### config.mk
export PLATFORM = sky130hd
export DESIGN_NAME = and_n
export DESIGN_NICKNAME = d
export VERILOG_FILES = /design/src/rtl/and_n.sv
export SDC_FILE = /design/constraint.sdc
export NUM_CORES = 1
export LEC_CHECK = 0
export ABC_AREA = 1
export BUFFER_PORTS_ARGS = -buffer_cell sky130_fd_sc_hd__buf_2
export CAP_MARGIN = 20
export CORE_AREA = 2 2 39 41
export DETAILED_ROUTE_END_ITERATION = 8
export DIE_AREA = 0 0 41 43
export GPL_TIMING_DRIVEN = 0
export PLACE_DENSITY = 0.61
export RECOVER_POWER = 50
export SLEW_MARGIN = 25
export SYNTH_ARGS = -nofsm -noshare
export SYNTH_HDL_FRONTEND = slang
export SYNTH_SLANG_ARGS = --single-unit
### constraint.sdc
create_clock -name clk -period 1.8 [get_ports clk]
set_clock_uncertainty 0.1 [all_clocks]
set_input_delay 0.09 -clock clk [delete_from_list [all_inputs] [get_ports clk]]
set_output_delay 0.09 -clock clk [all_outputs]
set_load 0.005 [all_outputs]
### src/rtl/and_n.sv
`default_nettype none
// ============================================================================
// Module   : and_n
// Brief    : Parameterised bitwise AND with a combinational result and a
//            registered copy carrying zero/all-ones/popcount flags and a
//            one-cycle valid strobe.
// Revision : 1.0  initial release
// ============================================================================
module and_n #(
  parameter int N = 4,
  localparam int CW = $clog2(N + 1)
) (
  input  logic          clk,
  input  logic          rst_n,
  input  logic [N-1:0]  A,
  input  logic [N-1:0]  B,
  output logic [N-1:0]  S,
  input  logic          in_valid,
  output logic [N-1:0]  S_q,
  output logic          zero_q,
  output logic          ones_q,
  output logic [CW-1:0] count_q,
  output logic          out_valid
);

  logic [N-1:0]  w_and;
  logic [N-1:0]  s_d;
  logic          zero_d;
  logic          ones_d;
  logic [CW-1:0] count_d;

  // The combinational result feeds both S and the capture path, so the two
  // paths can never disagree on the function of A and B.
  assign w_and = A & B;
  assign S     = w_and;

  // Status values for the next capture, derived from the current result.
  always_comb begin
    s_d     = w_and;
    zero_d  = ~|w_and;
    ones_d  = &w_and;
    count_d = '0;
    for (int i = 0; i < N; i++) begin
      count_d = count_d + CW'(w_and[i]);
    end
  end

  // Registered path: reset wins over capture; data holds when idle while the
  // valid strobe follows in_valid with one cycle of latency.
  always_ff @(posedge clk) begin
    if (!rst_n) begin
      S_q       <= '0;
      zero_q    <= 1'b0;
      ones_q    <= 1'b0;
      count_q   <= '0;
      out_valid <= 1'b0;
    end else begin
      out_valid <= in_valid;
      if (in_valid) begin
        S_q     <= s_d;
        zero_q  <= zero_d;
        ones_q  <= ones_d;
        count_q <= count_d;
      end
    end
  end

endmodule
`default_nettype wire

==> flow_results.xml, run 1 <==
<?xml version="1.0" encoding="UTF-8"?>
<metrics>
  <group name="logic_synthesis">
    <metric name="synth_top_cells_by_count" unit="">sky130_fd_sc_hd__nor2_1, sky130_fd_sc_hd__dfxtp_1, sky130_fd_sc_hd__inv_1, sky130_fd_sc_hd__nand2_1, sky130_fd_sc_hd__o21ai_0</metric>
    <metric name="postSynthCellCount" unit="">57</metric>
    <metric name="yosysSeqAreaShare" unit="%">45.33</metric>
    <metric name="synth_top_area_share" unit="%">45.33</metric>
    <metric name="post_synth_main_area_contributors" unit="">sky130_fd_sc_hd__dfxtp_1, sky130_fd_sc_hd__nor2_1, sky130_fd_sc_hd__ha_1</metric>
    <metric name="synth_warnings" unit="">0</metric>
    <metric name="mean_area_per_synthesized_cell" unit="µm²">7.749</metric>
    <metric name="asyncSetResetFlopFracSynth" unit="%">0</metric>
    <metric name="syn-cell-area" unit="µm²">441.7</metric>
    <metric name="yosys.area.top_type" unit="">sky130_fd_sc_hd__dfxtp_1</metric>
    <metric name="synth_fp_nets" unit="">71</metric>
    <metric name="ys_ff_latch" unit="">10</metric>
    <metric name="dominantRegCellSynth" unit="">sky130_fd_sc_hd__dfxtp_1</metric>
    <metric name="yosysMostFrequentCell" unit="">sky130_fd_sc_hd__nor2_1</metric>
    <metric name="synth_edf_count" unit="">0</metric>
    <metric name="synth.distinct_cells" unit="">14</metric>
  </group>
  <group name="cells_and_area">
    <metric name="final_layout_size_suffix_gt1_share" unit="%">32.14</metric>
    <metric name="final_core_utilization" unit="%">42.59</metric>
    <metric name="finish.instance_area" unit="µm²">589.3</metric>
    <metric name="num-fill-cells" unit="">152</metric>
    <metric name="areaGrowthSynthToFinish" unit="%">33.43</metric>
    <metric name="stdcell_count" unit="">100</metric>
    <metric name="antenna_cells_inserted" unit="">0</metric>
    <metric name="finalNetCount" unit="">100</metric>
  </group>
  <group name="setup_path">
    <metric name="worst-endpoint-required" unit="ns">1.86</metric>
    <metric name="critical_path.endpoint_type" unit="">register</metric>
    <metric name="worst-path-max-fanout" unit="">5</metric>
    <metric name="setup.worst_path.start_class" unit="">primary input</metric>
    <metric name="rr_endpoint" unit="">S_q[2]$_SDFFE_PN0P_</metric>
    <metric name="criticalPathCategory" unit="">primary input to register</metric>
    <metric name="worst_ep_arrival_time" unit="ns">1.37</metric>
    <metric name="crit-reg2reg-launch" unit="">S_q[2]$_SDFFE_PN0P_</metric>
    <metric name="r2r.worst_path.cells" unit="">2</metric>
    <metric name="ff2ff_setup_slack" unit="ns">1.07</metric>
  </group>
  <group name="status">
    <metric name="result_of_the_run" unit="">complete, no violations</metric>
  </group>
  <group name="drt">
    <metric name="drt-pass1-iter-count" unit="">4</metric>
    <metric name="wirelength" unit="µm">934</metric>
    <metric name="vias" unit="">449</metric>
    <metric name="detail_route.drc_violations" unit="">0</metric>
    <metric name="avgRoutedWirePerCell" unit="µm">9.340</metric>
    <metric name="number_of_violations_reported_at_the_end_of_detailed_routing_iteration_0" unit="">9</metric>
    <metric name="drt_via_density" unit="">4.490</metric>
    <metric name="ant_nets" unit="">0</metric>
  </group>
  <group name="cts">
    <metric name="tritoncts" unit="">done</metric>
    <metric name="cts_inserted_buffers" unit="">3</metric>
    <metric name="postcts_setup_bufs" unit="">0</metric>
    <metric name="post_cts.resized_instances" unit="">0</metric>
    <metric name="max_h_tree_level" unit="">1</metric>
    <metric name="cts.sink_count" unit="">10</metric>
    <metric name="cts_buffer_depth" unit="">2</metric>
    <metric name="postCtsHoldBufs" unit="">0</metric>
    <metric name="path_clk_slew" unit="ns">0.06</metric>
    <metric name="worst_skew_pair.late_latency" unit="ns">0.26</metric>
    <metric name="ctsRootBufferMaster" unit="">sky130_fd_sc_hd__clkbuf_4</metric>
  </group>
  <group name="placement">
    <metric name="placedCellCount" unit="">97</metric>
    <metric name="placed_cell_area" unit="µm²">581.8</metric>
    <metric name="detailed_place_hpwl" unit="µm">720.8</metric>
    <metric name="io_buffer_count" unit="">24</metric>
    <metric name="gp_congestion" unit="">0.6524</metric>
    <metric name="detailedPlace.worstSlack" unit="ns">0.1986</metric>
  </group>
  <group name="timing">
    <metric name="finalHoldViolations" unit="">0</metric>
    <metric name="hold_ws" unit="ns">0.02709</metric>
    <metric name="setup_viol" unit="">0</metric>
    <metric name="finalSetupTns" unit="ns">0</metric>
    <metric name="rsz0062_at_grt" unit="">no</metric>
    <metric name="slew_headroom" unit="%">74.12</metric>
    <metric name="timing.fmax" unit="GHz">0.7638</metric>
    <metric name="max_slew.worst_pin.slew" unit="ns">0.3882</metric>
    <metric name="slew_violations" unit="">0</metric>
    <metric name="finalWorstPathRequiredPeriod" unit="ns">1.309</metric>
    <metric name="finalCritPeriodShare" unit="%">72.74</metric>
    <metric name="timing.final.ws_setup" unit="ns">0.4907</metric>
  </group>
  <group name="power">
    <metric name="p_int" unit="mW">0.3458</metric>
    <metric name="share_comb_of_total_power" unit="%">16.1</metric>
    <metric name="power.leakage" unit="nW">0.3400</metric>
    <metric name="clock_group_share_of_total_power" unit="%">32.5</metric>
    <metric name="netSwitchingPower" unit="mW">0.1197</metric>
    <metric name="vdd_drop_max" unit="µV">365.2</metric>
    <metric name="power_switching_share" unit="%">25.72</metric>
    <metric name="total_power" unit="mW">0.4655</metric>
    <metric name="p_per_area" unit="nW/µm²">790.0</metric>
    <metric name="power.sequential.fraction" unit="%">51.4</metric>
  </group>
  <group name="grt">
    <metric name="gr-usage-all-layers" unit="%">12.78</metric>
    <metric name="overflow" unit="">0</metric>
    <metric name="number_of_global_route_vias_before_repair" unit="">393</metric>
    <metric name="grt_first_pass_wirelength" unit="µm">1490</metric>
    <metric name="grt_start_max_net_pins" unit="">11</metric>
    <metric name="antenna_found_initial" unit="">0</metric>
  </group>
  <group name="floorplanning">
    <metric name="die_height" unit="µm">43</metric>
    <metric name="die_width" unit="µm">41</metric>
    <metric name="top_level_ports" unit="">25</metric>
    <metric name="start_util" unit="%">31.92</metric>
    <metric name="die_area" unit="µm²">1763</metric>
    <metric name="num_rows" unit="">14</metric>
    <metric name="core_region_area" unit="µm²">1384</metric>
  </group>
  <group name="min_path">
    <metric name="min-delay-path-class" unit="">primary input to register</metric>
    <metric name="timing.hold.worst_endpoint" unit="">S_q[2]$_SDFFE_PN0P_</metric>
    <metric name="holdPathStages" unit="">3</metric>
    <metric name="worstHoldStart" unit="">B[2]</metric>
  </group>
  <group name="flow_run">
    <metric name="timing.max_cap.violations" unit="">0</metric>
  </group>
</metrics>
==> logic make-up after synthesis <==
group	count (synthesis)	synth area share [%]
xor+xnor	1	1.983
fa+ha+maj	3	8.499
buf+inv	9	9.349
flops	10	45.33
compound gates	12	14.45
simple gates	22	20.40
==> critical path, stage by stage <==
cell and delay (ns):
sky130_fd_sc_hd__buf_2 0.08, sky130_fd_sc_hd__nand2_1 0.11, sky130_fd_sc_hd__xor2_1 0.19, sky130_fd_sc_hd__ha_1 0.19, sky130_fd_sc_hd__or2_2 0.29, sky130_fd_sc_hd__ha_1 0.28
sky130_fd_sc_hd__nor2_1 0.10, sky130_fd_sc_hd__nor2_1 0.05
==> layout by cell type (no fill, tap or decap) <==
master,count
sky130_fd_sc_hd__xor2_1,1
sky130_fd_sc_hd__inv_2,1
sky130_fd_sc_hd__nor2_1,11
sky130_fd_sc_hd__dfxtp_1,10
sky130_fd_sc_hd__ha_1,3
sky130_fd_sc_hd__inv_1,7
sky130_fd_sc_hd__clkbuf_4,3
sky130_fd_sc_hd__nor2_2,1
sky130_fd_sc_hd__or2_2,1
sky130_fd_sc_hd__clkbuf_1,4
sky130_fd_sc_hd__buf_2,21
sky130_fd_sc_hd__o21ai_0,7
sky130_fd_sc_hd__a21oi_1,5
sky130_fd_sc_hd__nand3_1,2
sky130_fd_sc_hd__nand2_1,7
==> registers in the layout, summed over array words and instances, names as in the netlist <==
name,count
zero_q,1
count_q,3
out_valid,1
S_q,4
ones_q,1
==> worst max path at each step <==
stage               start  slack [ns]                       to  cells past startpoint
floorplan            A[0]        0.34  count_q[1]$_SDFFE_PN0P_                      7
global placement     A[0]        0.20  count_q[1]$_SDFFE_PN0P_                      8
detailed placement   A[0]        0.20  count_q[1]$_SDFFE_PN0P_                      8
CTS                  A[0]        0.48  count_q[1]$_SDFFE_PN0P_                      8
global route         A[0]        0.41  count_q[1]$_SDFFE_PN0P_                      8
finish               A[0]        0.49  count_q[1]$_SDFFE_PN0P_                      8
==> metal layers <==
layer	up-vias	GRT usage (%)	wire length, µm
li1	234	-	-
met1	202	14.89	432
met2	13	18.75	427
met3	0	9.424	73
met4	0	2.000	0
met5	-	0	0
==> power by group through the flow <==
stage	clock network [mW]	registers, mW	logic [mW]
2_1_floorplan	0	0.246	0.0398
5_1_grt	0.169	0.241	0.0873
4_1_cts	0.157	0.239	0.0795
3_5_place_dp	0	0.244	0.0793
3_3_place_gp	0	0.244	0.0784
6_report	0.151	0.239	0.0749
==> area by class of cell <==
type	count	area (µm²)	share of cell area [%]
Tap cell	16	20.02	3.397
Buffer	1	3.754	0.6369
Inverter	8	30.03	5.096
Sequential cell	10	200.2	33.97
Clock buffer	3	22.52	3.822
Timing Repair Buffer	24	116.4	19.75
Multi-Input combinational cell	38	196.4	33.33
Power figures use the tool's default switching activity.
==> run 2: changes to the inputs <==
--- a/config.mk
+++ b/config.mk
@@ -5,14 +5,14 @@
 export SDC_FILE = /design/constraint.sdc
 export NUM_CORES = 1
 export LEC_CHECK = 0
-export ABC_AREA = 1
+export ABC_AREA = 0
 export BUFFER_PORTS_ARGS = -buffer_cell sky130_fd_sc_hd__buf_2
 export CAP_MARGIN = 20
 export CORE_AREA = 2 2 39 41
 export DETAILED_ROUTE_END_ITERATION = 8
 export DIE_AREA = 0 0 41 43
 export GPL_TIMING_DRIVEN = 0
-export PLACE_DENSITY = 0.61
+export PLACE_DENSITY = 0.66
 export RECOVER_POWER = 50
 export SLEW_MARGIN = 25
 export SYNTH_ARGS = -nofsm -noshare
==> constraint.sdc (replaced) <==
create_clock -name clk -period 1.3 [get_ports clk]
set_clock_uncertainty 0.1 [all_clocks]
set_input_delay 0.065 -clock clk [delete_from_list [all_inputs] [get_ports clk]]
set_output_delay 0.065 -clock clk [all_outputs]
set_load 0.005 [all_outputs]
==> flow_results.xml, run 2 <==
<?xml version="1.0" encoding="UTF-8"?>
<metrics>
  <group name="status">
    <metric name="result_of_the_run" unit="">complete, no violations</metric>
  </group>
  <group name="power">
    <metric name="p_int" unit="mW">0.5145</metric>
    <metric name="power_switching_share" unit="%">23.84</metric>
    <metric name="p_per_area" unit="nW/µm²">850.2</metric>
    <metric name="clock_group_share_of_total_power" unit="%">29.8</metric>
    <metric name="power.leakage" unit="nW">0.3905</metric>
    <metric name="netSwitchingPower" unit="mW">0.1610</metric>
    <metric name="vdd_drop_max" unit="µV">513.4</metric>
    <metric name="power.sequential.fraction" unit="%">48.2</metric>
    <metric name="share_comb_of_total_power" unit="%">22.0</metric>
  </group>
  <group name="logic_synthesis">
    <metric name="ys_ff_latch" unit="">10</metric>
    <metric name="synth_fp_nets" unit="">64</metric>
    <metric name="synth_fa_ha_area_share" unit="%">7.463</metric>
    <metric name="synth_edf_count" unit="">0</metric>
    <metric name="synth_xor_area_share" unit="%">1.741</metric>
    <metric name="dominantRegCellSynth" unit="">sky130_fd_sc_hd__dfxtp_1</metric>
    <metric name="synth.distinct_cells" unit="">20</metric>
    <metric name="yosysMostFrequentCell" unit="">sky130_fd_sc_hd__dfxtp_1</metric>
    <metric name="yosysSeqAreaShare" unit="%">39.80</metric>
    <metric name="main_combinational_cell_family_by_area_after_synthesis" unit="">simple AND/OR/NAND/NOR gates</metric>
    <metric name="asyncSetResetFlopFracSynth" unit="%">0</metric>
    <metric name="proportion_of_synthesized_area_in_mux_cells" unit="%">5.970</metric>
    <metric name="syn-cell-area" unit="µm²">503.0</metric>
    <metric name="mean_area_per_synthesized_cell" unit="µm²">10.06</metric>
    <metric name="postSynthCellCount" unit="">50</metric>
    <metric name="yosys.area.top_type" unit="">sky130_fd_sc_hd__dfxtp_1</metric>
    <metric name="synth_top_area_share" unit="%">39.80</metric>
    <metric name="synth_simple_gate_area_share" unit="%">25.12</metric>
    <metric name="post_synth_main_area_contributors" unit="">sky130_fd_sc_hd__dfxtp_1, sky130_fd_sc_hd__ha_1, sky130_fd_sc_hd__nand2b_1</metric>
    <metric name="compound_gate_portion_of_the_synthesized_area" unit="%">12.19</metric>
    <metric name="synth_top_cells_by_count" unit="">sky130_fd_sc_hd__dfxtp_1, sky130_fd_sc_hd__nand2b_1, sky130_fd_sc_hd__a21boi_1, sky130_fd_sc_hd__nand3_1</metric>
    <metric name="synth_warnings" unit="">0</metric>
  </group>
  <group name="placement">
    <metric name="gp_congestion" unit="">0.7663</metric>
    <metric name="placed_cell_area" unit="µm²">663.1</metric>
    <metric name="detailed_place_hpwl" unit="µm">829.1</metric>
    <metric name="placedCellCount" unit="">89</metric>
    <metric name="io_buffer_count" unit="">23</metric>
  </group>
  <group name="timing">
    <metric name="max_slew.worst_pin.slew" unit="ns">0.3063</metric>
    <metric name="slew_violations" unit="">0</metric>
    <metric name="setup_viol" unit="">0</metric>
    <metric name="hold_ws" unit="ns">0.01608</metric>
    <metric name="slew_headroom" unit="%">79.58</metric>
    <metric name="finalCritPeriodShare" unit="%">94.86</metric>
    <metric name="finalHoldViolations" unit="">0</metric>
    <metric name="timing.fmax" unit="GHz">0.8109</metric>
    <metric name="finalWorstPathRequiredPeriod" unit="ns">1.233</metric>
  </group>
  <group name="drt">
    <metric name="ant_nets" unit="">0</metric>
    <metric name="avgRoutedWirePerCell" unit="µm">10.60</metric>
    <metric name="vias" unit="">477</metric>
    <metric name="wirelength" unit="µm">1081</metric>
    <metric name="drt-pass1-iter-count" unit="">4</metric>
    <metric name="detail_route.drc_violations" unit="">0</metric>
    <metric name="number_of_violations_reported_at_the_end_of_detailed_routing_iteration_0" unit="">10</metric>
    <metric name="drt_via_density" unit="">4.676</metric>
  </group>
  <group name="grt">
    <metric name="number_of_global_route_vias_before_repair" unit="">447</metric>
    <metric name="grt_first_pass_wirelength" unit="µm">1766</metric>
    <metric name="gr-usage-all-layers" unit="%">14.79</metric>
    <metric name="grt_start_max_net_pins" unit="">11</metric>
    <metric name="overflow" unit="">0</metric>
    <metric name="antenna_found_initial" unit="">0</metric>
  </group>
  <group name="setup_path">
    <metric name="worst_ep_arrival_time" unit="ns">1.29</metric>
    <metric name="critical-path-top-delay-family" unit="">adder cells</metric>
    <metric name="worst-endpoint-required" unit="ns">1.35</metric>
    <metric name="buf_inv_on_cp" unit="">1</metric>
    <metric name="criticalPathCategory" unit="">primary input to register</metric>
    <metric name="crit_path_max_incr_delay" unit="ns">0.27</metric>
    <metric name="crit_path_cell_trace" unit="">buf_2, and2_4, xnor2_2, ha_1, ha_2, ha_4, mux2i_1, nor2b_1</metric>
    <metric name="critical_path.endpoint_type" unit="">register</metric>
    <metric name="setup.worst_path.start_class" unit="">primary input</metric>
    <metric name="worst-path-max-fanout" unit="">4</metric>
    <metric name="crit_path_max_delay_cell_type" unit="">sky130_fd_sc_hd__ha_1</metric>
  </group>
  <group name="cts">
    <metric name="worst_skew_pair.late_latency" unit="ns">0.25</metric>
    <metric name="cts_inserted_buffers" unit="">3</metric>
    <metric name="tritoncts" unit="">done</metric>
    <metric name="path_clk_slew" unit="ns">0.06</metric>
    <metric name="postcts_setup_bufs" unit="">0</metric>
    <metric name="cts.sink_count" unit="">10</metric>
    <metric name="max_h_tree_level" unit="">1</metric>
    <metric name="ctsRootBufferMaster" unit="">sky130_fd_sc_hd__clkbuf_4</metric>
    <metric name="cts_buffer_depth" unit="">2</metric>
  </group>
  <group name="cells_and_area">
    <metric name="largest_registers" unit="">S_q: 4 flops, count_q: 3 flops</metric>
    <metric name="final_layout_size_suffix_gt1_share" unit="%">41.86</metric>
    <metric name="regMostFlops" unit="">S_q</metric>
    <metric name="final_cell_mix" unit="">sky130_fd_sc_hd__buf_2, sky130_fd_sc_hd__dfxtp_1, sky130_fd_sc_hd__dlygate4sd3_1</metric>
    <metric name="finish.instance_area" unit="µm²">794.5</metric>
    <metric name="num-fill-cells" unit="">126</metric>
    <metric name="number_of_flip_flops_under_the_largest_register_name" unit="">4</metric>
    <metric name="finalNetCount" unit="">102</metric>
    <metric name="stdcell_count" unit="">102</metric>
    <metric name="antenna_cells_inserted" unit="">0</metric>
    <metric name="final_common_cell" unit="">sky130_fd_sc_hd__buf_2</metric>
    <metric name="final_core_utilization" unit="%">57.41</metric>
    <metric name="areaGrowthSynthToFinish" unit="%">57.96</metric>
  </group>
  <group name="floorplanning">
    <metric name="top_level_ports" unit="">25</metric>
    <metric name="num_rows" unit="">14</metric>
    <metric name="die_height" unit="µm">43</metric>
    <metric name="die_area" unit="µm²">1763</metric>
    <metric name="start_util" unit="%">36.35</metric>
    <metric name="core_region_area" unit="µm²">1384</metric>
    <metric name="die_width" unit="µm">41</metric>
  </group>
  <group name="min_path">
    <metric name="min-delay-path-class" unit="">primary input to register</metric>
  </group>
  <group name="flow_run">
    <metric name="timing.max_cap.violations" unit="">0</metric>
  </group>
</metrics>
## run 2: layout make-up
class                           count  area (µm²)  share of cell area [%]
Sequential cell                    10       200.2                   25.20
Timing Repair Buffer               33       221.5                   27.87
Multi-Input combinational cell     35       291.5                   36.69
Inverter                            2       7.507                  0.9449
Tap cell                           16       20.02                   2.520
Clock buffer                        3       22.52                   2.835
Buffer                              3       31.28                   3.937
## run 2: worst min-delay path, cell delays in order
cell and delay, ns:
sky130_fd_sc_hd__buf_2 0.12, sky130_fd_sc_hd__nand4_1 0.09, sky130_fd_sc_hd__o31ai_2 0.05
## run 2: stage by stage
stage	setup TNS, ns	setup slack, ns	power, mW
floorplan	-0.09680	-0.07761	0.4056
global placement	-0.5424	-0.2415	0.4555
detailed placement	-0.6007	-0.2607	0.4588
CTS	0	0.03337	0.6755
global route	-0.004112	-0.004112	0.7279
finish	0	0.06684	0.6755
## run 2: power groups by stage
stage          clock network [mW]  logic, mW  registers (mW)
2_1_floorplan                   0     0.0711           0.334
3_3_place_gp                    0      0.123           0.332
3_5_place_dp                    0      0.126           0.332
4_1_cts                     0.212      0.138           0.326
5_1_grt                     0.235      0.165           0.328
6_report                    0.202      0.148           0.326
## run 2: metal layers
metal / vias to the layer above / share of wire, % / GRT usage [%]
met5: - / 0 / 0
met4: 0 / 1.3 / 11.33
met3: 2 / 5.0 / 3.141
met2: 15 / 51 / 21.88
met1: 211 / 43 / 17.48
li1: 249 / - / -
## run 2: cell families (layout without fill, tap and decap cells)
group                      after synthesis  in the layout
and+or+nand+nor                         21             21
DFF                                     10             10
AOI/OAI and AO/OA                        7              7
buffers and inverters                    5             41
adders and majority gates                3              3
muxes                                    3              3
xor gates and xnor gates                 1              1
## run 2: repair_timing
item,4_1_cts,5_1_grt
setup endpoints to repair,0,1
gates resized for setup,0,3
hold buffers,6,4
hold endpoints to repair,4,3
## run 2: worst paths after layout
path                            start  cells past startpoint                       to  slack (ns)
setup / recovery                 B[0]                      8  count_q[1]$_SDFFE_PN0P_        0.07
hold / removal                   B[3]                      3      ones_q$_SDFFE_PN0P_        0.02
setup reg to reg  zero_q$_SDFFE_PN0P_                      2      zero_q$_SDFFE_PN0P_        0.43
hold reg to reg   S_q[1]$_SDFFE_PN0P_                      2      S_q[1]$_SDFFE_PN0P_        0.37
==> run 3: changes to the inputs <==
--- a/config.mk
+++ b/config.mk
@@ -8,11 +8,10 @@
 export ABC_AREA = 0
 export BUFFER_PORTS_ARGS = -buffer_cell sky130_fd_sc_hd__buf_2
 export CAP_MARGIN = 20
-export CORE_AREA = 2 2 39 41
+export CORE_UTILIZATION = 38
 export DETAILED_ROUTE_END_ITERATION = 8
-export DIE_AREA = 0 0 41 43
 export GPL_TIMING_DRIVEN = 0
-export PLACE_DENSITY = 0.66
+export PLACE_DENSITY = 0.69
 export RECOVER_POWER = 50
 export SLEW_MARGIN = 25
 export SYNTH_ARGS = -nofsm -noshare
==> constraint.sdc (replaced) <==
create_clock -name clk -period 0.99 [get_ports clk]
set_clock_uncertainty 0.1 [all_clocks]
set_input_delay 0.0495 -clock clk [delete_from_list [all_inputs] [get_ports clk]]
set_output_delay 0.0495 -clock clk [all_outputs]
set_load 0.005 [all_outputs]
==> flow_results.xml, run 3 (synthesis gave the netlist of run 2 again) <==
<?xml version="1.0" encoding="UTF-8"?>
<metrics>
  <group name="status">
    <metric name="result_of_the_run" unit="">complete, but fails checks</metric>
    <metric name="failed_checks" unit="">hold timing, setup timing</metric>
  </group>
  <group name="cells_and_area">
    <metric name="final_common_cell" unit="">sky130_fd_sc_hd__buf_2</metric>
    <metric name="final_cell_mix" unit="">sky130_fd_sc_hd__buf_2, sky130_fd_sc_hd__dfxtp_1, sky130_fd_sc_hd__dlygate4sd3_1</metric>
    <metric name="stdcell_count" unit="">99</metric>
    <metric name="register_area" unit="µm²">200.2</metric>
    <metric name="largest_registers" unit="">S_q: 4 flops, count_q: 3 flops</metric>
    <metric name="number_of_flip_flops_under_the_largest_register_name" unit="">4</metric>
    <metric name="areaGrowthSynthToFinish" unit="%">58.21</metric>
    <metric name="finalNetCount" unit="">101</metric>
    <metric name="final_layout_size_suffix_gt1_share" unit="%">43.53</metric>
    <metric name="antenna_cells_inserted" unit="">0</metric>
    <metric name="num-fill-cells" unit="">95</metric>
    <metric name="multiInputGateArea" unit="µm²">301.5</metric>
    <metric name="regMostFlops" unit="">S_q</metric>
  </group>
  <group name="drt">
    <metric name="wl_met1" unit="µm">534</metric>
    <metric name="dr.max_layer_used" unit="">met4</metric>
    <metric name="avgRoutedWirePerCell" unit="µm">13.24</metric>
    <metric name="wirelength" unit="µm">1311</metric>
    <metric name="ant_nets" unit="">0</metric>
    <metric name="number_of_violations_reported_at_the_end_of_detailed_routing_iteration_0" unit="">13</metric>
    <metric name="vias" unit="">487</metric>
    <metric name="drt-pass1-iter-count" unit="">4</metric>
    <metric name="detail_route.drc_violations" unit="">0</metric>
    <metric name="drt_via_density" unit="">4.919</metric>
    <metric name="detailroute.wirelength.met3" unit="µm">80</metric>
    <metric name="met2WireLength" unit="µm">667</metric>
  </group>
  <group name="timing">
    <metric name="setup_viol" unit="">3</metric>
    <metric name="timing.final.ws_setup" unit="ns">-0.2570</metric>
    <metric name="finalHoldViolations" unit="">3</metric>
    <metric name="finalWorstPathRequiredPeriod" unit="ns">1.247</metric>
    <metric name="rsz0062_at_grt" unit="">yes</metric>
    <metric name="hold_ws" unit="ns">-0.04174</metric>
    <metric name="slew_violations" unit="">0</metric>
    <metric name="max_slew.worst_pin.slew" unit="ns">0.3758</metric>
    <metric name="timing.fmax" unit="GHz">0.8019</metric>
    <metric name="slew_headroom" unit="%">74.95</metric>
    <metric name="finalCritPeriodShare" unit="%">126.0</metric>
  </group>
  <group name="floorplanning">
    <metric name="num_rows" unit="">12</metric>
    <metric name="top_level_ports" unit="">25</metric>
    <metric name="die_width" unit="µm">38.38</metric>
    <metric name="core_region_area" unit="µm²">1171</metric>
    <metric name="start_util" unit="%">42.95</metric>
    <metric name="die_area" unit="µm²">1473</metric>
    <metric name="die_height" unit="µm">38.38</metric>
  </group>
  <group name="cts">
    <metric name="max_h_tree_level" unit="">1</metric>
    <metric name="worst_skew_pair.late_latency" unit="ns">0.27</metric>
    <metric name="cts.sink_count" unit="">10</metric>
    <metric name="cts_inserted_buffers" unit="">3</metric>
    <metric name="ctsRootBufferMaster" unit="">sky130_fd_sc_hd__clkbuf_4</metric>
    <metric name="path_clk_slew" unit="ns">0.06</metric>
    <metric name="tritoncts" unit="">done</metric>
    <metric name="cts_buffer_depth" unit="">2</metric>
    <metric name="postCtsHoldBufs" unit="">8</metric>
  </group>
  <group name="power">
    <metric name="power.leakage" unit="nW">0.3868</metric>
    <metric name="share_comb_of_total_power" unit="%">22.7</metric>
    <metric name="power_switching_share" unit="%">25.59</metric>
    <metric name="p_per_area" unit="nW/µm²">1149</metric>
    <metric name="netSwitchingPower" unit="mW">0.2339</metric>
    <metric name="vdd_drop_max" unit="µV">740.8</metric>
    <metric name="p_int" unit="mW">0.6801</metric>
    <metric name="power.sequential.fraction" unit="%">46.8</metric>
    <metric name="clock_group_share_of_total_power" unit="%">30.5</metric>
    <metric name="total_power" unit="mW">0.9140</metric>
  </group>
  <group name="grt">
    <metric name="grt_start_max_net_pins" unit="">11</metric>
    <metric name="number_of_global_route_vias_before_repair" unit="">440</metric>
    <metric name="grt_first_pass_wirelength" unit="µm">1945</metric>
    <metric name="overflow" unit="">0</metric>
    <metric name="antenna_found_initial" unit="">0</metric>
    <metric name="gr-usage-all-layers" unit="%">20.65</metric>
  </group>
  <group name="setup_path">
    <metric name="crit_path_max_incr_delay" unit="ns">0.32</metric>
    <metric name="critical_path.endpoint_type" unit="">register</metric>
    <metric name="ff2ff_setup_slack" unit="ns">0.12</metric>
    <metric name="most_frequent_cp_cell" unit="">sky130_fd_sc_hd__ha_4</metric>
    <metric name="r2r.worst_path.cells" unit="">2</metric>
    <metric name="setup.worst_path.start_class" unit="">primary input</metric>
    <metric name="crit-reg2reg-launch" unit="">zero_q$_SDFFE_PN0P_</metric>
    <metric name="criticalPathCategory" unit="">primary input to register</metric>
    <metric name="worst-endpoint-required" unit="ns">1.05</metric>
    <metric name="crit_path_cell_trace" unit="">buf_6, and2_4, xnor2_2, ha_1, ha_4, ha_4, mux2i_1, nor2b_1</metric>
    <metric name="rr_endpoint" unit="">zero_q$_SDFFE_PN0P_</metric>
    <metric name="worst-path-max-fanout" unit="">2</metric>
    <metric name="crit_path_max_delay_cell_type" unit="">sky130_fd_sc_hd__ha_1</metric>
    <metric name="worst_ep_arrival_time" unit="ns">1.31</metric>
  </group>
  <group name="min_path">
    <metric name="worstHoldStart" unit="">in_valid</metric>
    <metric name="timing.hold.worst_endpoint" unit="">out_valid$_SDFF_PN0_</metric>
    <metric name="holdPathStages" unit="">2</metric>
    <metric name="min-delay-path-class" unit="">primary input to register</metric>
  </group>
  <group name="placement">
    <metric name="placedCellCount" unit="">87</metric>
    <metric name="detailed_place_hpwl" unit="µm">761.9</metric>
    <metric name="gp_congestion" unit="">0.7884</metric>
    <metric name="io_buffer_count" unit="">23</metric>
  </group>
  <group name="flow_run">
    <metric name="timing.max_cap.violations" unit="">0</metric>
  </group>
</metrics>
## run 3: power groups by stage
stage               Sequential [mW]  Clock, mW  Combinational (mW)
detailed placement            0.437          0               0.162
finish                        0.428      0.279               0.207
CTS                           0.428      0.294               0.195
floorplan                     0.439          0              0.0934
global placement              0.436          0               0.160
global route                  0.430      0.306               0.226
## run 3: layout make-up
| cell class | instances | share of cell area (%) |
|---|---|---|
| plain buffers | 3 | 3.931 |
| clock buffers | 3 | 2.830 |
| inverters | 2 | 0.9434 |
| multi-input cells | 35 | 37.89 |
| flip-flops and latches | 10 | 25.16 |
| well taps | 14 | 2.201 |
| repair buffers | 32 | 27.04 |
## run 3: worst max-delay path, delay by kind of cell
family,cells,cell delay (ns)
AND/OR/NAND/NOR,2,0.22
adder cells (fa/ha/maj),3,0.70
XOR/XNOR,1,0.13
buffers and inverters,1,0.09
multiplexers,1,0.12
## run 3: routing by layer
metal	track usage, %	vias to the layer above
met2	31.36	17
li1	-	248
met4	12.93	0
met5	0	-
met3	9.302	4
met1	23.24	218
## run 3: how the worst max path moves through the flow
stage | slack, ns | cells after the start | end | from
6_report | -0.26 | 8 | count_q[1]$_SDFFE_PN0P_ | B[0]
5_1_grt | -0.30 | 8 | count_q[1]$_SDFFE_PN0P_ | B[0]
4_1_cts | -0.22 | 8 | count_q[1]$_SDFFE_PN0P_ | B[0]
2_1_floorplan | -0.37 | 7 | count_q[1]$_SDFFE_PN0P_ | A[0]
3_5_place_dp | -0.54 | 8 | count_q[1]$_SDFFE_PN0P_ | A[0]
3_3_place_gp | -0.54 | 8 | count_q[1]$_SDFFE_PN0P_ | A[0]
## run 3: per-stage QoR
step / TNS, ns / area, µm² / utilization, % / setup slack, ns / hold WS (ns)
2_1_floorplan: -0.9333 / 528.0 / - / -0.3721 / 0.09974
3_3_place_gp: -1.415 / 660.6 / 56.41 / -0.5366 / 0.2041
3_5_place_dp: -1.429 / 660.6 / 56.41 / -0.5361 / 0.2034
4_1_cts: -0.4661 / 785.8 / 67.09 / -0.2182 / -0.04665
5_1_grt: -0.7391 / 795.8 / 67.95 / -0.3023 / -0.01875
6_report: -0.5532 / 795.8 / 67.95 / -0.2570 / -0.04174
## run 3: timing repair
action,4_1_cts,5_1_grt
resized for setup,3,1
pin swaps,3,1
endpoints found under the setup margin,3,4
hold endpoints to repair,9,1
setup buffers,1,0
